<file path="src/rtl/jb_axi_slave_nep.sv">
// AXI4-Lite slave that fans one port out to NUM_EP register-map endpoints.
// The top address bits select the endpoint, and the remaining word bits form a shared offset.
// Write address and write data are held independently until both are present.
// Reads wait a fixed RD_LATENCY after the endpoint read strobe before capturing data.
// A select value at or above NUM_EP is unmapped and answers with DECERR.
module jb_axi_slave_nep #(
  parameter int AXI_ADDR_WIDTH = 13,
  parameter int AXI_DATA_WIDTH = 32,
  parameter int NUM_EP         = 2,
  parameter int RD_LATENCY     = 1,
  localparam int EP_SEL_W      = $clog2(NUM_EP),
  localparam int ADDR_LSB      = $clog2(AXI_DATA_WIDTH / 8),
  localparam int OFS_W         = AXI_ADDR_WIDTH - EP_SEL_W - ADDR_LSB,
  localparam int STRB_W        = AXI_DATA_WIDTH / 8
) (
  input  logic                               clk,
  input  logic                               srst,
  input  logic [AXI_ADDR_WIDTH-1:0]          s_awaddr,
  input  logic                               s_awvalid,
  output logic                               s_awready,
  input  logic [AXI_DATA_WIDTH-1:0]          s_wdata,
  input  logic [STRB_W-1:0]                  s_wstrb,
  input  logic                               s_wvalid,
  output logic                               s_wready,
  output logic [1:0]                         s_bresp,
  output logic                               s_bvalid,
  input  logic                               s_bready,
  input  logic [AXI_ADDR_WIDTH-1:0]          s_araddr,
  input  logic                               s_arvalid,
  output logic                               s_arready,
  output logic [AXI_DATA_WIDTH-1:0]          s_rdata,
  output logic [1:0]                         s_rresp,
  output logic                               s_rvalid,
  input  logic                               s_rready,
  output logic [NUM_EP-1:0]                  ep_wren,
  output logic [OFS_W-1:0]                   ep_wr_offset,
  output logic [AXI_DATA_WIDTH-1:0]          ep_wdata,
  output logic [STRB_W-1:0]                  ep_wstrb,
  output logic [NUM_EP-1:0]                  ep_rden,
  output logic [OFS_W-1:0]                   ep_rd_offset,
  input  logic [NUM_EP*AXI_DATA_WIDTH-1:0]   ep_rdata
);

  localparam int         WA_W        = AXI_ADDR_WIDTH - ADDR_LSB;
  localparam logic [1:0] RESP_OKAY   = 2'b00;
  localparam logic [1:0] RESP_DECERR = 2'b11;
  localparam logic [2:0] RD_LAT_C    = 3'(RD_LATENCY);

  typedef enum logic [1:0] {
    RD_IDLE  = 2'd0,
    RD_ISSUE = 2'd1,
    RD_WAIT  = 2'd2,
    RD_RESP  = 2'd3
  } rd_state_e;

  // A select is mapped when it names one of the instantiated endpoints.
  function automatic logic ep_mapped(input logic [EP_SEL_W-1:0] sel);
    return ({1'b0, sel} < (EP_SEL_W + 1)'(NUM_EP));
  endfunction

  // Expand a select into a one-hot endpoint vector.
  function automatic logic [NUM_EP-1:0] ep_onehot(input logic [EP_SEL_W-1:0] sel);
    logic [NUM_EP-1:0] oh;
    for (int k = 0; k < NUM_EP; k++) begin
      oh[k] = (sel == EP_SEL_W'(k));
    end
    return oh;
  endfunction

  // Byte-lane address bits carry no information for word-wide registers.
  logic addr_lsb_unused_s;
  assign addr_lsb_unused_s = ^{s_awaddr[ADDR_LSB-1:0], s_araddr[ADDR_LSB-1:0]};

  logic                      rdy_en_q;
  logic                      aw_full_q, aw_full_d;
  logic [WA_W-1:0]           awaddr_q, awaddr_d;
  logic                      w_full_q, w_full_d;
  logic [AXI_DATA_WIDTH-1:0] wdata_q, wdata_d;
  logic [STRB_W-1:0]         wstrb_q, wstrb_d;
  logic                      bvalid_q, bvalid_d;
  logic [1:0]                bresp_q, bresp_d;
  rd_state_e                 rd_state_q, rd_state_d;
  logic [WA_W-1:0]           araddr_q, araddr_d;
  logic [2:0]                rd_cnt_q, rd_cnt_d;
  logic                      rvalid_q, rvalid_d;
  logic [1:0]                rresp_q, rresp_d;
  logic [AXI_DATA_WIDTH-1:0] rdata_q, rdata_d;

  logic                      aw_hs_s, w_hs_s, wr_issue_s, rd_issue_s;
  logic [EP_SEL_W-1:0]       wr_sel_s, rd_sel_s;
  logic [AXI_DATA_WIDTH-1:0] rd_word_s;

  // Readies stay low through reset and rise one cycle after it ends.
  assign s_awready  = rdy_en_q & ~aw_full_q;
  assign s_wready   = rdy_en_q & ~w_full_q;
  assign s_arready  = rdy_en_q & (rd_state_q == RD_IDLE);
  assign aw_hs_s    = s_awvalid & s_awready;
  assign w_hs_s     = s_wvalid & s_wready;
  assign wr_issue_s = aw_full_q & w_full_q & ~bvalid_q;
  assign wr_sel_s   = awaddr_q[WA_W-1 -: EP_SEL_W];
  assign rd_sel_s   = araddr_q[WA_W-1 -: EP_SEL_W];

  assign s_bvalid     = bvalid_q;
  assign s_bresp      = bresp_q;
  assign s_rvalid     = rvalid_q;
  assign s_rresp      = rresp_q;
  assign s_rdata      = rdata_q;
  assign ep_wr_offset = awaddr_q[OFS_W-1:0];
  assign ep_rd_offset = araddr_q[OFS_W-1:0];
  assign ep_wdata     = wdata_q;
  assign ep_wstrb     = wstrb_q;
  assign ep_wren      = (wr_issue_s & ep_mapped(wr_sel_s) & ~srst) ? ep_onehot(wr_sel_s) : '0;
  assign ep_rden      = (rd_issue_s & ~srst) ? ep_onehot(rd_sel_s) : '0;

  // Pick the read word of the selected endpoint.
  always_comb begin
    rd_word_s = '0;
    for (int k = 0; k < NUM_EP; k++) begin
      rd_word_s = rd_word_s | ({AXI_DATA_WIDTH{rd_sel_s == EP_SEL_W'(k)}} & ep_rdata[k*AXI_DATA_WIDTH +: AXI_DATA_WIDTH]);
    end
  end

  // Write path: independent AW/W capture, issue when both are held and B is free.
  always_comb begin
    aw_full_d = aw_full_q;
    awaddr_d  = awaddr_q;
    w_full_d  = w_full_q;
    wdata_d   = wdata_q;
    wstrb_d   = wstrb_q;
    bvalid_d  = bvalid_q;
    bresp_d   = bresp_q;
    if (wr_issue_s) begin
      aw_full_d = 1'b0;
      w_full_d  = 1'b0;
      bvalid_d  = 1'b1;
      bresp_d   = ep_mapped(wr_sel_s) ? RESP_OKAY : RESP_DECERR;
    end else if (bvalid_q && s_bready) begin
      bvalid_d  = 1'b0;
    end else begin
      bvalid_d  = bvalid_q;
    end
    if (aw_hs_s) begin
      aw_full_d = 1'b1;
      awaddr_d  = s_awaddr[AXI_ADDR_WIDTH-1:ADDR_LSB];
    end else begin
      awaddr_d  = awaddr_q;
    end
    if (w_hs_s) begin
      w_full_d  = 1'b1;
      wdata_d   = s_wdata;
      wstrb_d   = s_wstrb;
    end else begin
      wdata_d   = wdata_q;
    end
  end

  // Read FSM: accept address, strobe endpoint, wait out latency, hold response.
  always_comb begin
    rd_state_d = rd_state_q;
    araddr_d   = araddr_q;
    rd_cnt_d   = rd_cnt_q;
    rvalid_d   = rvalid_q;
    rresp_d    = rresp_q;
    rdata_d    = rdata_q;
    rd_issue_s = 1'b0;
    case (rd_state_q)
      RD_IDLE: begin
        if (s_arvalid && s_arready) begin
          araddr_d   = s_araddr[AXI_ADDR_WIDTH-1:ADDR_LSB];
          rd_state_d = RD_ISSUE;
        end else begin
          rd_state_d = RD_IDLE;
        end
      end
      RD_ISSUE: begin
        if (!ep_mapped(rd_sel_s)) begin
          rdata_d    = '0;
          rresp_d    = RESP_DECERR;
          rvalid_d   = 1'b1;
          rd_state_d = RD_RESP;
        end else if (RD_LAT_C == 3'd0) begin
          rd_issue_s = 1'b1;
          rdata_d    = rd_word_s;
          rresp_d    = RESP_OKAY;
          rvalid_d   = 1'b1;
          rd_state_d = RD_RESP;
        end else begin
          rd_issue_s = 1'b1;
          rd_cnt_d   = RD_LAT_C;
          rd_state_d = RD_WAIT;
        end
      end
      RD_WAIT: begin
        if (rd_cnt_q <= 3'd1) begin
          rd_cnt_d   = 3'd0;
          rdata_d    = rd_word_s;
          rresp_d    = RESP_OKAY;
          rvalid_d   = 1'b1;
          rd_state_d = RD_RESP;
        end else begin
          rd_cnt_d   = rd_cnt_q - 3'd1;
        end
      end
      RD_RESP: begin
        if (s_rready) begin
          rvalid_d   = 1'b0;
          rd_state_d = RD_IDLE;
        end else begin
          rd_state_d = RD_RESP;
        end
      end
      default: begin
        rvalid_d   = 1'b0;
        rd_state_d = RD_IDLE;
      end
    endcase
  end

  // State registers; reset drops any in-flight transaction without a response.
  always_ff @(posedge clk) begin
    if (srst) begin
      rdy_en_q   <= 1'b0;
      aw_full_q  <= 1'b0;
      awaddr_q   <= '0;
      w_full_q   <= 1'b0;
      wdata_q    <= '0;
      wstrb_q    <= '0;
      bvalid_q   <= 1'b0;
      bresp_q    <= 2'b00;
      rd_state_q <= RD_IDLE;
      araddr_q   <= '0;
      rd_cnt_q   <= 3'd0;
      rvalid_q   <= 1'b0;
      rresp_q    <= 2'b00;
      rdata_q    <= '0;
    end else begin
      rdy_en_q   <= 1'b1;
      aw_full_q  <= aw_full_d;
      awaddr_q   <= awaddr_d;
      w_full_q   <= w_full_d;
      wdata_q    <= wdata_d;
      wstrb_q    <= wstrb_d;
      bvalid_q   <= bvalid_d;
      bresp_q    <= bresp_d;
      rd_state_q <= rd_state_d;
      araddr_q   <= araddr_d;
      rd_cnt_q   <= rd_cnt_d;
      rvalid_q   <= rvalid_d;
      rresp_q    <= rresp_d;
      rdata_q    <= rdata_d;
    end
  end

endmodule
</file>
<file path="config.mk">
export PLATFORM = sky130hd
export DESIGN_NAME = jb_axi_slave_nep
export DESIGN_NICKNAME = d
export VERILOG_FILES = /design/src/rtl/jb_axi_slave_nep.sv
export SDC_FILE = /design/constraint.sdc
export NUM_CORES = 1
export LEC_CHECK = 0
export ABC_CLOCK_PERIOD_IN_PS = 1900
export BUFFER_PORTS_ARGS = -buffer_cell sky130_fd_sc_hd__buf_2
export CAP_MARGIN = 10
export CORE_MARGIN = 2
export CORE_UTILIZATION = 30
export DETAILED_ROUTE_END_ITERATION = 8
export MAX_ROUTING_LAYER = met4
export PLACE_DENSITY = 0.54
export SKIP_LAST_GASP = 1
export SLEW_MARGIN = 10
export SYNTH_ARGS = -nofsm -noshare
export SYNTH_HDL_FRONTEND = slang
export SYNTH_SLANG_ARGS = --single-unit
</file>
<file path="constraint.sdc">
create_clock -name clk -period 1.9 [get_ports clk]
set_clock_uncertainty 0.05 [all_clocks]
set_input_delay 0.19 -clock clk [delete_from_list [all_inputs] [get_ports clk]]
set_output_delay 0.19 -clock clk [all_outputs]
set_load 0.05 [all_outputs]
</file>
==> impl_results.md, run 1 <==
* CP startpoint: rd_state_q[1]
* Final cycle utilization of the critical path at 91.4%
* Post-DP HPWL at 7.97 mm
* CTS tree: done
* Ratio of cells with drive above 1 in the final layout at 42.2%
* Synth top area share at 46.0%
* Slew Limit Fails at 0
* Worst path cell trace: inv_1 > ha_1 > inv_1 > or4_1 > a21oi_1
* Cells after Synth at 478
* Fin crit period at 1.74 ns
* Number of DRC markers in iteration 0 at 125
* Required @ worst endpoint at 2.12 ns
* Worst-path clk slew at 0.07 ns
* Ranking of synthesized cells by area: dfxtp_1 (46%), mux2i_1 (9.9%), nand2_1 (8.3%)
* CP most frequent cell: inv_1
* # setup viols final at 0
* Pre-CTS setup slack at 0.124 ns
* Clk network pwr share at 38.6%
* Buffer and inverter count on the worst path at 2
* Most frequent cell after synthesis: dfxtp_1
* Pwr Total at 5.15 mW
* Delay-heaviest family, CP: simple AND/OR/NAND/NOR gates
* Top cell type by total area after synthesis: dfxtp_1
* Status: finished clean
* Total Routing Usage GR at 14.3%
* Crit. End Element: register
* Gr ovfl total at 0
* IO Pins at 234
* Pint at 3.65 mW
* CTS Buf Count at 9
* WS Path Type: register to register
* DRC at 0
* Reg power frac at 43.6%
* Routed len/inst at 12.7 um
* Largest fanout on the critical path at 5
* H-tree Lvls at 3
* Synth top cells by count: dfxtp_1 (100), nand2_1 (96), a21oi_1 (54)
* Combinational share of power at 17.8%
* P_leak at 2.63 nW
* Die Area at 0.0155 mm^2
* Die width at 124 um
* Largest net degree at the start of global routing at 73
* N_diodes at 0
* Clock Latency Late Sink at 0.35 ns
* Worst Hold Class: input port to register
* Synth warnings at 0
* Hold Crit Start: s_araddr[12]
* Routability-driven placement congestion ratio at 0.805
* DR vias/cell at 4.54
* Initial antenna violation count at 0
* Synth Cell Area at 0.00435 mm^2
* Actual slew at the worst max-slew pin at 0.866 ns
* Clock Sinks at 100
* Mapped Avg Cell Area at 9.11 um^2
* Initial Utilization at 30.3%
* I/O Buffers at 225
* Nets at 811
* RR Startpoint: rd_state_q[1]
* Hold WS at 0.0187 ns
* Switching power total at 1.50 mW
* Pwr dens at 888 mW/mm^2
* CP Data Arrival Time at 1.96 ns
* Sequential share of the synthesized area at 46.0%
* Global-route wire length before repair at 17.8 mm
* WL final at 11.0 mm
* Final WS setup at 0.163 ns
* Number of synthesized flops with an enable pin at 0
* Routed vias at 3902
* CP peak stage delay at 0.49 ns
* Clk buf depth at 2
* RSZ-0062 raised after global routing: no
* Final hold violation count at 0
* Area of the core at 0.0144 mm^2
* Vias in the first global route at 3793
* Headroom to the max-slew limit at 42.3%
* Slowest-stage cell, CP: or4_1
* Seq cells post-synth at 100
* Post-synth cell types at 35
* Startpoint types: register
* Top achievable clock speed at 576 MHz
* Number of cells on the worst hold path at 3
* Syn-to-layout area delta at 33.3%
* Synth async-reset ratio at 0%
* Max-Cap Viols at 0
* Root Driver: clkbuf_16
* Sw Share at 29.1%
* WP depth at 5
* Die Y-Extent at 124 um
* Final ANT Viol Nets at 0
* Core Rows at 44
* Peak VDD IR at 433 uV
* First-pass iteration count of the detailed router at 4
* Reg2Reg Depth at 5
* Postcts setup bufs at 0
* Synth Flop Type: dfxtp_1
tightest hold or removal path: stages:
cell     delay, ns
buf_2         0.09
nand2_1       0.05
a21oi_1       0.05
logic make-up after synthesis:
group	synth area share (%)
flops	46.0
buf+inv	9.54
simple gates	15.6
other cells	0.0861
fa+ha+maj	2.01
mux	9.88
compound gates	16.9
registers in the layout (all words and copies together) (netlist names), 2 cells and up:
register    count
ep_wdata       32
s_rdata        32
rd_cnt_q        3
rd_state_q      2
awaddr_q       11
ep_wstrb        4
araddr_q       11
cell usage in the layout (no fill, tap or decap), types with 7 or more instances in the layout:
cell type  synthesis  layout
a211oi_2          28      28
a21oi_1           54      54
buf_2              8     223
buf_4             33       7
clkbuf_16          0      10
dfxtp_1          100      99
inv_1              8       8
mux2i_1           43      43
nand2_1           96      96
nor2_1            47      47
stage by stage:
| step | area, um^2 | instances | TNS, ns | utilization, % |
|---|---|---|---|---|
| floorplan | 4380 | 481 | -0.0000866 | - |
| global placement | 5450 | 842 | 0 | 37.9 |
| detailed placement | 5450 | 842 | 0 | 37.9 |
| CTS | 5780 | 859 | 0 | 40.2 |
| global route | 5800 | 860 | 0 | 40.4 |
| finish | 5800 | 860 | 0 | 40.4 |
layer usage:
metal	vias up	share of wire, %	GRT usage [%]
met5	-	0	-
li1	1960	-	-
met3	18	9.2	4.64
met1	1746	44	17.3
met2	178	45	21.9
met4	0	2.2	6.15
final cells by class:
type	count	area, um^2
multi-input combinational	316	1970
clock buffer	10	229
tap	184	230
sequential	100	2000
clock inverter	6	95.1
timing repair buffer	235	1240
fill	1469	8560
inverter	9	33.8
worst paths after layout:
check	slack (ns)	end
hold reg to reg	0.40	ep_wdata[8]
setup reg to reg	0.16	rd_cnt_q[2]
hold / removal	0.02	araddr_q[10]
setup / recovery	0.16	rd_cnt_q[2]
repair_timing:
action	CTS	global route
setup endpoints to repair	0	25
hold buffers	1	0
gates resized for setup	0	4
endpoints found under the hold margin	1	0
power groups by stage:
| stage | Sequential (mW) | Clock [mW] | Combinational (mW) |
|---|---|---|---|
| final | 2.25 | 1.99 | 0.917 |
| after global routing | 2.26 | 2.15 | 0.989 |
| after CTS | 2.25 | 2.06 | 0.922 |
| after detailed placement | 2.29 | 0 | 0.919 |
| after global placement | 2.29 | 0 | 0.905 |
| after floorplan | 2.50 | 0 | 0.469 |
(Power assumes the default switching activity.)
==> run 2: changes to the inputs <==
--- a/config.mk
+++ b/config.mk
@@ -13,6 +13,7 @@
 export DETAILED_ROUTE_END_ITERATION = 8
 export MAX_ROUTING_LAYER = met4
 export PLACE_DENSITY = 0.54
+export REMOVE_ABC_BUFFERS = 1
 export SKIP_LAST_GASP = 1
 export SLEW_MARGIN = 10
 export SYNTH_ARGS = -nofsm -noshare
==> impl_results.md, run 2 (synthesized netlist as in run 1, its figures left out) <==
* Status: finished clean
* WL final at 11.4 mm (+4.1%)
* Clock Latency Late Sink at 0.35 ns (about the same)
* Ratio of cells with drive above 1 in the final layout at 41.9% (-0.23 points)
* Peak VDD IR at 366 uV (-15%)
* Area of the multi-input gates at 0.00196 mm^2 (-0.51%)
* Global-route wire length before repair at 18.2 mm (+2.3%)
* Worst Hold Class: input port to register
* Cts hold-fix bufs at 0 (-1)
* Pint at 3.63 mW (-0.57%)
* Clk buf depth at 2 (unchanged)
* Top achievable clock speed at 570 MHz (-0.92%)
* Max-Cap Viols at 0 (unchanged)
* Finished Core Util at 40.3% (-0.096 points)
* IO Pins at 234 (unchanged)
* Core Rows at 44 (unchanged)
* Combinational share of power at 18.0% (+0.2 points)
* Buffer and inverter count on the worst path at 2 (unchanged)
* Nets at 810 (-0.12%)
* Final hold violation count at 0 (unchanged)
* Final cycle utilization of the critical path at 92.3% (+0.85 points)
* Slew Limit Fails at 0 (unchanged)
* Worst-path clk slew at 0.07 ns (about the same)
* Crit. End Element: primary output
* Die Y-Extent at 124 um (unchanged)
* Final cell count without fillers at 860 (unchanged)
* Startpoint types: register
* CP peak stage delay at 0.35 ns (-0.14 ns)
* Routed vias at 3934 (+0.82%)
* Final ANT Viol Nets at 0 (unchanged)
* Gr ovfl total at 0 (unchanged)
* Fin crit period at 1.75 ns (+0.0161 ns)
* Pwr Total at 5.12 mW (-0.69%)
* Sum of negative setup slack at 0 ns (unchanged)
* Initial antenna violation count at 1 (+1)
* Worst path cell trace: inv_1 > ha_1 > nor3b_1 > clkbuf_4
* I/O Buffers at 225 (unchanged)
* WS Path Type: register to primary output
* Initial Utilization at 30.3% (unchanged)
* Total Routing Usage GR at 14.6% (+0.34 points)
* Placed insts at 841 (-0.12%)
* Die Area at 0.0155 mm^2 (unchanged)
* Number of DRC markers in iteration 0 at 109 (-13%)
* Sw Share at 29.0% (-0.092 points)
* Vias in the first global route at 3850 (+1.5%)
* Post-DP HPWL at 8.32 mm (+4.4%)
* Largest fanout on the critical path at 5 (unchanged)
* Slowest-stage cell, CP: dfxtp_1
* Switching power total at 1.48 mW (-1.0%)
* CP Data Arrival Time at 1.51 ns (-0.45 ns)
* Clock Sinks at 100 (unchanged)
* Headroom to the max-slew limit at 49.6% (+7.4 points)
* Die width at 124 um (unchanged)
* Most common cell after layout, fill and taps aside: buf_2
* Register area at 0.00200 mm^2 (unchanged)
* Required @ worst endpoint at 1.66 ns (-0.46 ns)
* Area of the core at 0.0144 mm^2 (unchanged)
* Largest net degree at the start of global routing at 65 (-11%)
* Reg power frac at 43.8% (+0.2 points)
* Syn-to-layout area delta at 33.0%
* P_leak at 2.63 nW (-0.22%)
* DRC at 0 (unchanged)
* Pwr dens at 884 mW/mm^2 (-0.46%)
* RSZ-0062 raised after global routing: no
* H-tree Lvls at 3 (unchanged)
* Root Driver: clkbuf_16
* Delay-heaviest family, CP: buffers and inverters
* Hold WS at 0.0212 ns (+0.00251 ns)
* CTS tree: done
* # setup viols final at 0 (unchanged)
* Clk network pwr share at 38.1% (-0.5 points)
* Most frequent cells in the layout: buf_2 (222), dfxtp_1 (99), nand2_1 (96)
* First-pass iteration count of the detailed router at 4 (unchanged)
* DR vias/cell at 4.57 (+0.82%)
* Fillers at 1461 (-0.54%)
* Actual slew at the worst max-slew pin at 0.756 ns (-0.111 ns)
* Routed len/inst at 13.3 um (+4.1%)
* Routability-driven placement congestion ratio at 0.844 (+4.8%)
* CTS Buf Count at 9 (unchanged)
[run 2: layer usage]
layer / share of wire (%) / track usage (%) / vias up / wire [um]
li1: - / - / 1962 / -
met5: 0 / - / - / 0
met1: 43 / 16.7 / 1802 / 4960
met4: 1.3 / 4.36 / 0 / 143
met2: 47 / 24.3 / 158 / 5400
met3: 8.0 / 5.15 / 12 / 910
[run 2: area by class of cell]
type	instances	share of cell area, %
diodes	1	0.0432
clock buffers	9	3.89
clock inverters	7	1.58
inverters	9	0.583
multi-input cells	316	33.9
flip-flops and latches	100	34.6
well taps	184	3.98
repair buffers	234	21.5
[run 2: power by group through the flow]
stage	Sequential [mW]	Combinational [mW]	Clock (mW)
final	2.24	0.924	1.95
after global routing	2.25	0.994	2.12
after CTS	2.24	0.927	2.03
after detailed placement	2.29	0.925	0
after global placement	2.29	0.910	0
after floorplan	2.59	0.289	0
[run 2: what timing repair did]
item,4_1_cts,5_1_grt
setup buffers,0,1
endpoints found under the setup margin,0,23
resized for setup,0,7
[run 2: final timing paths]
check                      from           end  slack, ns  cells after the start
setup / recovery  rd_state_q[1]    ep_rden[0]       0.15                      4
hold / removal             srst     aw_full_q       0.02                      2
setup reg to reg  rd_state_q[0]    s_rdata[1]       0.15                      6
hold reg to reg    ep_wdata[22]  ep_wdata[22]       0.40                      2
[run 2: worst reg2reg max path: stages, from the launching register on]
cell and delay (ns):
dfxtp_1 0.35, inv_1 0.14, ha_1 0.29, nor3b_4 0.27
buf_4 0.17, buf_12 0.22, a211oi_1 0.11
[run 2: stage by stage]
step | worst slack (ns) | area, um^2
3_5_place_dp | 0.121 | 5430
2_1_floorplan | -1.79 | 3980
5_1_grt | 0.0188 | 5790
6_report | 0.147 | 5790
4_1_cts | 0.104 | 5740
3_3_place_gp | 0.214 | 5430
